$ cat src/rtl/hex_scan_driver.sv
// hex_scan_driver
//   Time-multiplexed driver for DIGITS common-anode seven-segment digits on a
//   shared active-low segment bus. One digit is strobed per slot of DIV
//   cycles. The first cycle of every slot is dark so that the segment pattern
//   of the previous digit never ghosts onto the next anode. The displayed value
//   is held in a shadow register. A new value is staged on load and moves into
//   the shadow only at a frame boundary, so a frame never shows a mix of old
//   and new digits.
//
// Ports
//   Clock      in   system clock, rising edge
//   Resetn     in   asynchronous active-low reset
//   value      in   4*DIGITS  display value, nibble i -> digit i (digit 0 = LSD)
//   load       in   one-cycle strobe that captures value into staging
//   digit_en   in   DIGITS    per-digit enable (0 = dark), sampled live
//   blank_lz   in   1 = suppress leading zeros, sampled live
//   seg        out  7         active-low segments, seg[0]=a .. seg[6]=g
//   an         out  DIGITS    active-low one-hot anode strobe, all 1s when dark
//   frame_done out  one-cycle pulse in the cycle after the last slot of a frame
module hex_scan_driver #(
    parameter int DIGITS = 4,
    parameter int DIV    = 50000
) (
    input  logic                  Clock,
    input  logic                  Resetn,
    input  logic [4*DIGITS-1:0]   value,
    input  logic                  load,
    input  logic [DIGITS-1:0]     digit_en,
    input  logic                  blank_lz,
    output logic [6:0]            seg,
    output logic [DIGITS-1:0]     an,
    output logic                  frame_done
);

    localparam int CW = (DIV > 1) ? $clog2(DIV) : 1;
    localparam int IW = (DIGITS > 1) ? $clog2(DIGITS) : 1;
    localparam logic [CW-1:0] CNT_LAST = CW'(DIV - 1);
    localparam logic [IW-1:0] IDX_LAST = IW'(DIGITS - 1);

    logic [CW-1:0]          r_cnt;
    logic [IW-1:0]          r_idx;
    logic [4*DIGITS-1:0]    r_stage;
    logic [4*DIGITS-1:0]    r_shadow;
    logic                   r_pending;

    logic                   w_tick;
    logic                   w_frame_wrap;
    logic [DIGITS-1:0]      w_lz;
    logic [3:0]             w_nib;
    logic                   w_en;
    logic                   w_lz_sel;
    logic                   w_dark;
    logic [DIGITS-1:0]      w_an;
    logic [6:0]             w_seg;

    function automatic logic [6:0] decode(input logic [3:0] nib);
        logic [6:0] s;
        case (nib)
            4'h0: s = 7'b1000000;
            4'h1: s = 7'b1111001;
            4'h2: s = 7'b0100100;
            4'h3: s = 7'b0110000;
            4'h4: s = 7'b0011001;
            4'h5: s = 7'b0010010;
            4'h6: s = 7'b0000010;
            4'h7: s = 7'b1111000;
            4'h8: s = 7'b0000000;
            4'h9: s = 7'b0010000;
            4'hA: s = 7'b0001000;
            4'hB: s = 7'b0000011;
            4'hC: s = 7'b1000110;
            4'hD: s = 7'b0100001;
            4'hE: s = 7'b0000110;
            default: s = 7'b0001110;
        endcase
        return s;
    endfunction

    assign w_tick       = (r_cnt == CNT_LAST);
    assign w_frame_wrap = w_tick && (r_idx == IDX_LAST);

    // Prescaler and digit index.
    always_ff @(posedge Clock or negedge Resetn) begin
        if (!Resetn) begin
            r_cnt <= '0;
            r_idx <= '0;
        end else begin
            if (w_tick) begin
                r_cnt <= '0;
                r_idx <= (r_idx == IDX_LAST) ? '0 : r_idx + 1'b1;
            end else begin
                r_cnt <= r_cnt + 1'b1;
            end
        end
    end

    // Staging and frame-boundary commit. A load landing exactly on the wrap
    // bypasses staging so it is not delayed by a whole extra frame.
    always_ff @(posedge Clock or negedge Resetn) begin
        if (!Resetn) begin
            r_stage   <= '0;
            r_shadow  <= '0;
            r_pending <= 1'b0;
        end else begin
            if (load && w_frame_wrap) begin
                r_stage   <= value;
                r_shadow  <= value;
                r_pending <= 1'b0;
            end else if (load) begin
                r_stage   <= value;
                r_pending <= 1'b1;
            end else if (w_frame_wrap && r_pending) begin
                r_shadow  <= r_stage;
                r_pending <= 1'b0;
            end
        end
    end

    // w_lz[i] = shadow nibbles DIGITS-1..i are all zero.
    always_comb begin
        logic acc;
        acc  = 1'b1;
        w_lz = '0;
        for (int i = DIGITS - 1; i >= 0; i--) begin
            acc     = acc & (r_shadow[4*i +: 4] == 4'h0);
            w_lz[i] = acc;
        end
    end

    // Per-digit selects by current index.
    always_comb begin
        w_nib    = 4'h0;
        w_en     = 1'b0;
        w_lz_sel = 1'b0;
        w_an     = '1;
        for (int i = 0; i < DIGITS; i++) begin
            if (r_idx == IW'(i)) begin
                w_nib    = r_shadow[4*i +: 4];
                w_en     = digit_en[i];
                w_lz_sel = w_lz[i];
                w_an[i]  = 1'b0;
            end
        end
    end

    // Digit 0 is exempt from leading-zero blanking so zero still shows "0".
    assign w_dark = !w_en
                  || (blank_lz && (r_idx != '0) && w_lz_sel)
                  || (r_cnt == '0);

    assign w_seg = decode(w_nib);

    always_ff @(posedge Clock or negedge Resetn) begin
        if (!Resetn) begin
            seg        <= 7'b1111111;
            an         <= '1;
            frame_done <= 1'b0;
        end else begin
            seg        <= w_dark ? 7'b1111111 : w_seg;
            an         <= w_dark ? {DIGITS{1'b1}} : w_an;
            frame_done <= w_frame_wrap;
        end
    end

endmodule

$ cat config.mk
export PLATFORM = sky130hd
export DESIGN_NAME = hex_scan_driver
export DESIGN_NICKNAME = d
export VERILOG_FILES = /design/src/rtl/hex_scan_driver.sv
export SDC_FILE = /design/constraint.sdc
export NUM_CORES = 1
export LEC_CHECK = 0
export ABC_CLOCK_PERIOD_IN_PS = 2800
export CAP_MARGIN = 20
export CELL_PAD_IN_SITES_DETAIL_PLACEMENT = 1
export CELL_PAD_IN_SITES_GLOBAL_PLACEMENT = 2
export CORE_AREA = 4 4 96 98
export DETAILED_ROUTE_END_ITERATION = 10
export DIE_AREA = 0 0 100 102
export PLACE_DENSITY_LB_ADDON = 0.1
export REMOVE_ABC_BUFFERS = 1
export SYNTH_ARGS = -nofsm -noshare
export SYNTH_HDL_FRONTEND = slang
export SYNTH_SLANG_ARGS = --single-unit
$ cat constraint.sdc
create_clock -name Clock -period 2.8 [get_ports Clock]
set_input_delay 0.84 -clock Clock [delete_from_list [all_inputs] [get_ports Clock]]
set_output_delay 0.84 -clock Clock [all_outputs]
set_load 0.05 [all_outputs]
# After elaboration in Yosys (flattened, before gate mapping)
# Memory sizes are Yosys's and may differ from the RTL's.
# Cells that the tools add are included.
op_classes:
  addsub: 2
  n_eq_ne: 5
  muxes: 28
  n_bitwise: 3
  n_reduce_logical: 19
ops:
  columns: ["op", "n"]
  rows:
  - ["$mux 16", 6]
  - ["$mux 4", 5]
  - ["$add 16x1->16 const B", 1]
  - ["$eq 16x16->1 const B", 1]
  - ["$logic_not 16->1", 1]
  - ["$logic_not 4->1", 4]
  - ["$mux 1", 15]
  - ["$mux 7", 1]
  - ["$reduce_bool 2->1", 3]
  - ["$logic_and 1x1->1", 5]
  - ["$eq 2x2->1 const B", 2]
  - ["$and 1x1->1", 3]
  - ["$reduce_bool 3->1", 1]
  - ["$add 2x1->2 const B", 1]
  - ["$eq 2x1->1 const B", 1]
  - ["$logic_not 2->1", 1]
  - ["$logic_or 1x1->1", 2]
  - ["$mux 2", 1]
  - ["$ne 2x1->1 const B", 1]
  - ["$reduce_and 2->1", 1]
  - ["$logic_not 1->1", 1]
word_totals:
  regBits: 63
  romBits: 112
  elab_cells: 66
  memories: 1
mem_list:
  columns: ["memory", "words", "width", "read_ports", "rd_ports_with_merged_regs", "write_ports", "line_no", "source"]
  rows:
  - ["(name not given)", 16, 7, 1, 0, 0, "58", "case (nib)"]

# Longest topological paths before layout
logic_depth:
  ltp_word: 12
  depth_mapped: 11
  mapped_depth_nobuf: 11

# Worst setup path after synthesis
# No wires, ideal clock.
synth_timing:
  kind: "flip-flop to flip-flop"
  from: "reg r_cnt[0]"
  to: "reg r_shadow[11]"
  setup_ns: 0.125
  t_arrival_ns: 2.188
  slack_ns: 0.486
  stages_incl_launch_ff: 9
  n_path_buf: 2
  period_less_slack_ns: 2.314
  path_cell_list: "dfrtp_1 ha_1 and3_4 nand4_4 or4_4 or2_1 buf_6 buf_12 mux2_4"
synth_between:
  elab_chain_cells: 5
  word_cells_on_any_way: 8
  cone_classes: "2 x eq/ne; 1 x mux; 5 x reduce/logical"
synth_rtl:
  columns: ["item", "line_no", "source"]
  rows:
  - ["start: declaration", "40", "logic [CW-1:0] r_cnt;"]
  - ["start signal: assignment", "92", "r_cnt <= r_cnt + 1'b1;"]
  - ["$eq 16x16->1 (*)", "79", "assign w_tick = (r_cnt == CNT_LAST);"]
  - ["$logic_and 1x1->1 (*)", "80", "assign w_frame_wrap = w_tick && (r_idx == IDX_LAST);"]
  - ["$logic_and 1x1->1, on equally long branches", "105, 112", null]
  - ["$ne 2x1->1 (no source line) / $reduce_bool 2->1 (equally long branches)", null, null]
  - ["$reduce_and 2->1 (no source line)", null, null]
  - ["end signal: assignment", "107", "r_shadow <= value;"]
  - ["end signal: assignment", "113", "r_shadow <= r_stage;"]
  - ["end: declaration", "43", "logic [4*DIGITS-1:0] r_shadow;"]
# Every way passes the cells marked *; elsewhere a longest branch is shown, timed or not.
# A chain may end at the register's enable or synchronous reset.

# Final worst setup path
layout_timing:
  from: "reg r_cnt[0]"
  to: "reg r_shadow[7]"
# The elaborated chain is that of the path after synthesis.

==> qor.csv <==
metric;value;unit
data arrival time of the critical path;2.79;ns
vias post-DR;2155;
Period minus WS final;2.57;ns
Startpoint Class;register;
Worst-Skew Late Latency;0.34;ns
CTS H-tree lvls;3;
number of flip-flops and latches in the synthesized netlist;63;
# DRC;0;
count of flip-flops with a built-in enable after synthesis;0;
Total Negative Setup Slacks;0;ns
highest achievable clock rate;390;MHz
pin slew with the least headroom to its limit;0.779;ns
width of the die;100;µm
power per unit of standard cell area;498;nW/µm²
combined area of the multi-input logic cells;1360;µm²
setup clock skew after layout;0.00942;ns
Placed Cells incl. Taps;415;
DRC violation total after the first TritonRoute iteration;36;
portion of the post-synthesis area used by sequential elements;52.1;%
post-DR wirelength/cell;15.7;µm
pin count of the biggest net entering global routing;32;
LEAKAGE;1.64;nW
# IOs;36;
worst setup path category;register to register;
total number of placement rows;34;
Critical Path End Type;register;
Routability Congestion;0.818;
DP HPWL;5.05;mm
Top Family by Delay on Critical Path;simple AND/OR/NAND/NOR gates;
number of CTS-inserted buffers;9;
Die Y-Extent;102;µm
count of buffers added by post-CTS timing repair for setup;0;
average vias per placed instance;5.00;
layout-stage area growth over the synthesis result;22.6;%
Starting Density;36.1;%
post-synthesis cell type count;45;
Top FF cell, synth;dfrtp_1;
Hold Vio Cnt, Final;0;
total setup violations reported at the end of the flow;0;
number of antenna violations at the first check in global routing;0;
Syn Std Cell Area;3050;µm²
path class of the lowest-slack min-delay path;register to register;
CP max stage delay;0.53;ns
fin. max-slew vios;0;
TritonCTS clock tree;done;
clock sink total;63;
async set-reset flop share out of synthesis;100;%
status;completed;
Die Area;10200;µm²
drt pass-1 iters;4;
non-filler instance count after layout;431;
setup repair after global routing missed its margin;false;
fillers;949;
count of maximum capacitance violations;0;
number of hold-repair buffers added at the cts stage;0;
global-route wire length before repair;11.5;mm
clock tree root buffer cell;clkbuf_8;
Bufs on Longest Clock Path;2;
YS warnings;0;
placed cell areas;3570;µm²
wire length after detailed routing;6.78;mm
Final Net Count;354;
tightest hold margin;0.505;ns
critical path buffer and inverter count;0;
fraction of layout cells with a size suffix above 1;21.7;%
Tcrit/Tclk final;91.6;%
Worst VDD drop;0.266;mV
Util after Layout;44.2;%
synthesized area divided by synthesized cell count;11.3;µm²
Antenna diodes;0;
Antenna Nets Post-Route;0;
worst-path fanout max;16;
number of input and output port buffers inserted;35;
worst path required time;3.03;ns
post-route standard cell area excluding fillers;3740;µm²
critical-path cell with the highest stage delay;or2_1;
register clock-pin slew on the reported worst setup and hold paths;0.07;ns
via count of the first global-routing pass;2289;
max_slew headroom;48.1;%
sequential standard cell area;1590;µm²
ordered cell list for the critical path;ha_1, and3_4, nand4_4, or4_4, or2_1, mux2_4;
cells after synthesis;270;
Total GRT Usage;14.4;%
count of cells resized by post-cts repair;0;
core outline area;8470;µm²
remaining global-route overflow;0;
[layout make-up]
cell class              count  area share [%]
flip-flops and latches     63            42.5
multi-input cells         185            36.3
repair buffers             45            11.6
clock buffers              11            3.78
well taps                 108            3.61
inverters                  14            1.40
clock inverters             5           0.902
[synthesized netlist by cell type (2+ instances only)]
cell type	count	share of area (%)
dfrtp_1	52	43
nand2_1	28	3.4
mux2_2	22	8.1
nor2_1	22	2.7
inv_1	14	1.7
ha_1	12	4.9
dfstp_2	11	9.5
nor3_1	8	1.3
o21ai_0	8	1.3
mux2_4	7	3.4
nand3_1	7	1.1
xnor2_1	7	2.0
xor2_1	7	2.0
clkbuf_1	6	0.74
nand4_1	5	1.0
a21oi_1	4	0.66
a22oi_1	4	0.98
nand3b_1	4	0.98
nor4_1	4	0.82
o221ai_1	4	1.1
a211oi_1	3	0.74
o211ai_1	3	0.74
o22ai_1	3	0.61
a31oi_1	2	0.41
and3_1	2	0.41
nand2b_1	2	0.41
[power breakdown]
part           leakage, nW  switching [mW]  total, mW  internal [mW]
logic                0.788          0.0934      0.182         0.0888
registers            0.764          0.0142      0.966          0.952
clock network       0.0853           0.372      0.716          0.344
[worst paths after layout]
check | from | end | slack [ns] | depth (start not counted)
setup / recovery | r_cnt[0] | r_shadow[7] | 0.23 | 6
hold / removal | r_stage[4] | r_stage[4] | 0.51 | 1
setup reg to reg | r_cnt[0] | r_shadow[7] | 0.23 | 6
hold reg to reg | r_stage[4] | r_stage[4] | 0.51 | 1
max in group asynchronous | Resetn | seg[5] | 1.58 | 2
min in group asynchronous | Resetn | r_stage[4] | 0.55 | 1
[cell families (layout without fill, tap and decap cells)]
group	Yosys count	in the layout	share of synthesized area, %
AOI/OAI and AO/OA	37	37	8.36
xor gates and xnor gates	14	14	4.01
adders and majority gates	12	12	4.92
buffers and inverters	22	75	3.48
DFF	63	63	52.1
muxes	30	30	11.9
and+or+nand+nor	92	92	15.3
[cell usage in the layout (no fill, tap or decap), types with 4 or more instances in the layout]
cell type,n
nand3b_1,4
nand3_1,7
a21oi_1,4
clkbuf_8,10
xnor2_1,7
o21ai_0,8
mux2_4,7
ha_1,12
a22oi_1,4
mux2_2,22
dfrtp_1,52
nand2_1,28
nor4_1,4
buf_4,9
nor3_1,8
nand4_1,5
o221ai_1,4
inv_1,14
nor2_1,22
clkdlybuf4s50_1,34
xor2_1,7
dfstp_2,11
[registers in the layout (all words and copies together), names as in the netlist]
name,flops
r_idx,2
seg,7
r_shadow,16
an,4
r_pending,1
r_stage,16
r_cnt,16
frame_done,1
[through the flow]
stage | total power, mW | setup WS, ns
floorplan | 1.07 | 0.453
global placement | 1.17 | 0.222
detailed placement | 1.17 | 0.186
finish | 1.86 | 0.234
global route | 1.95 | 0.0781
CTS | 1.90 | 0.199
[layer usage]
layer	vias up	part of all wire, %	GRT usage (%)
li1	1045	-	-
met1	1077	47	18.2
met2	26	49	24.2
met3	7	3.1	4.10
met4	0	1.2	4.04
met5	-	0	0
Power figures use the tool's default switching activity.
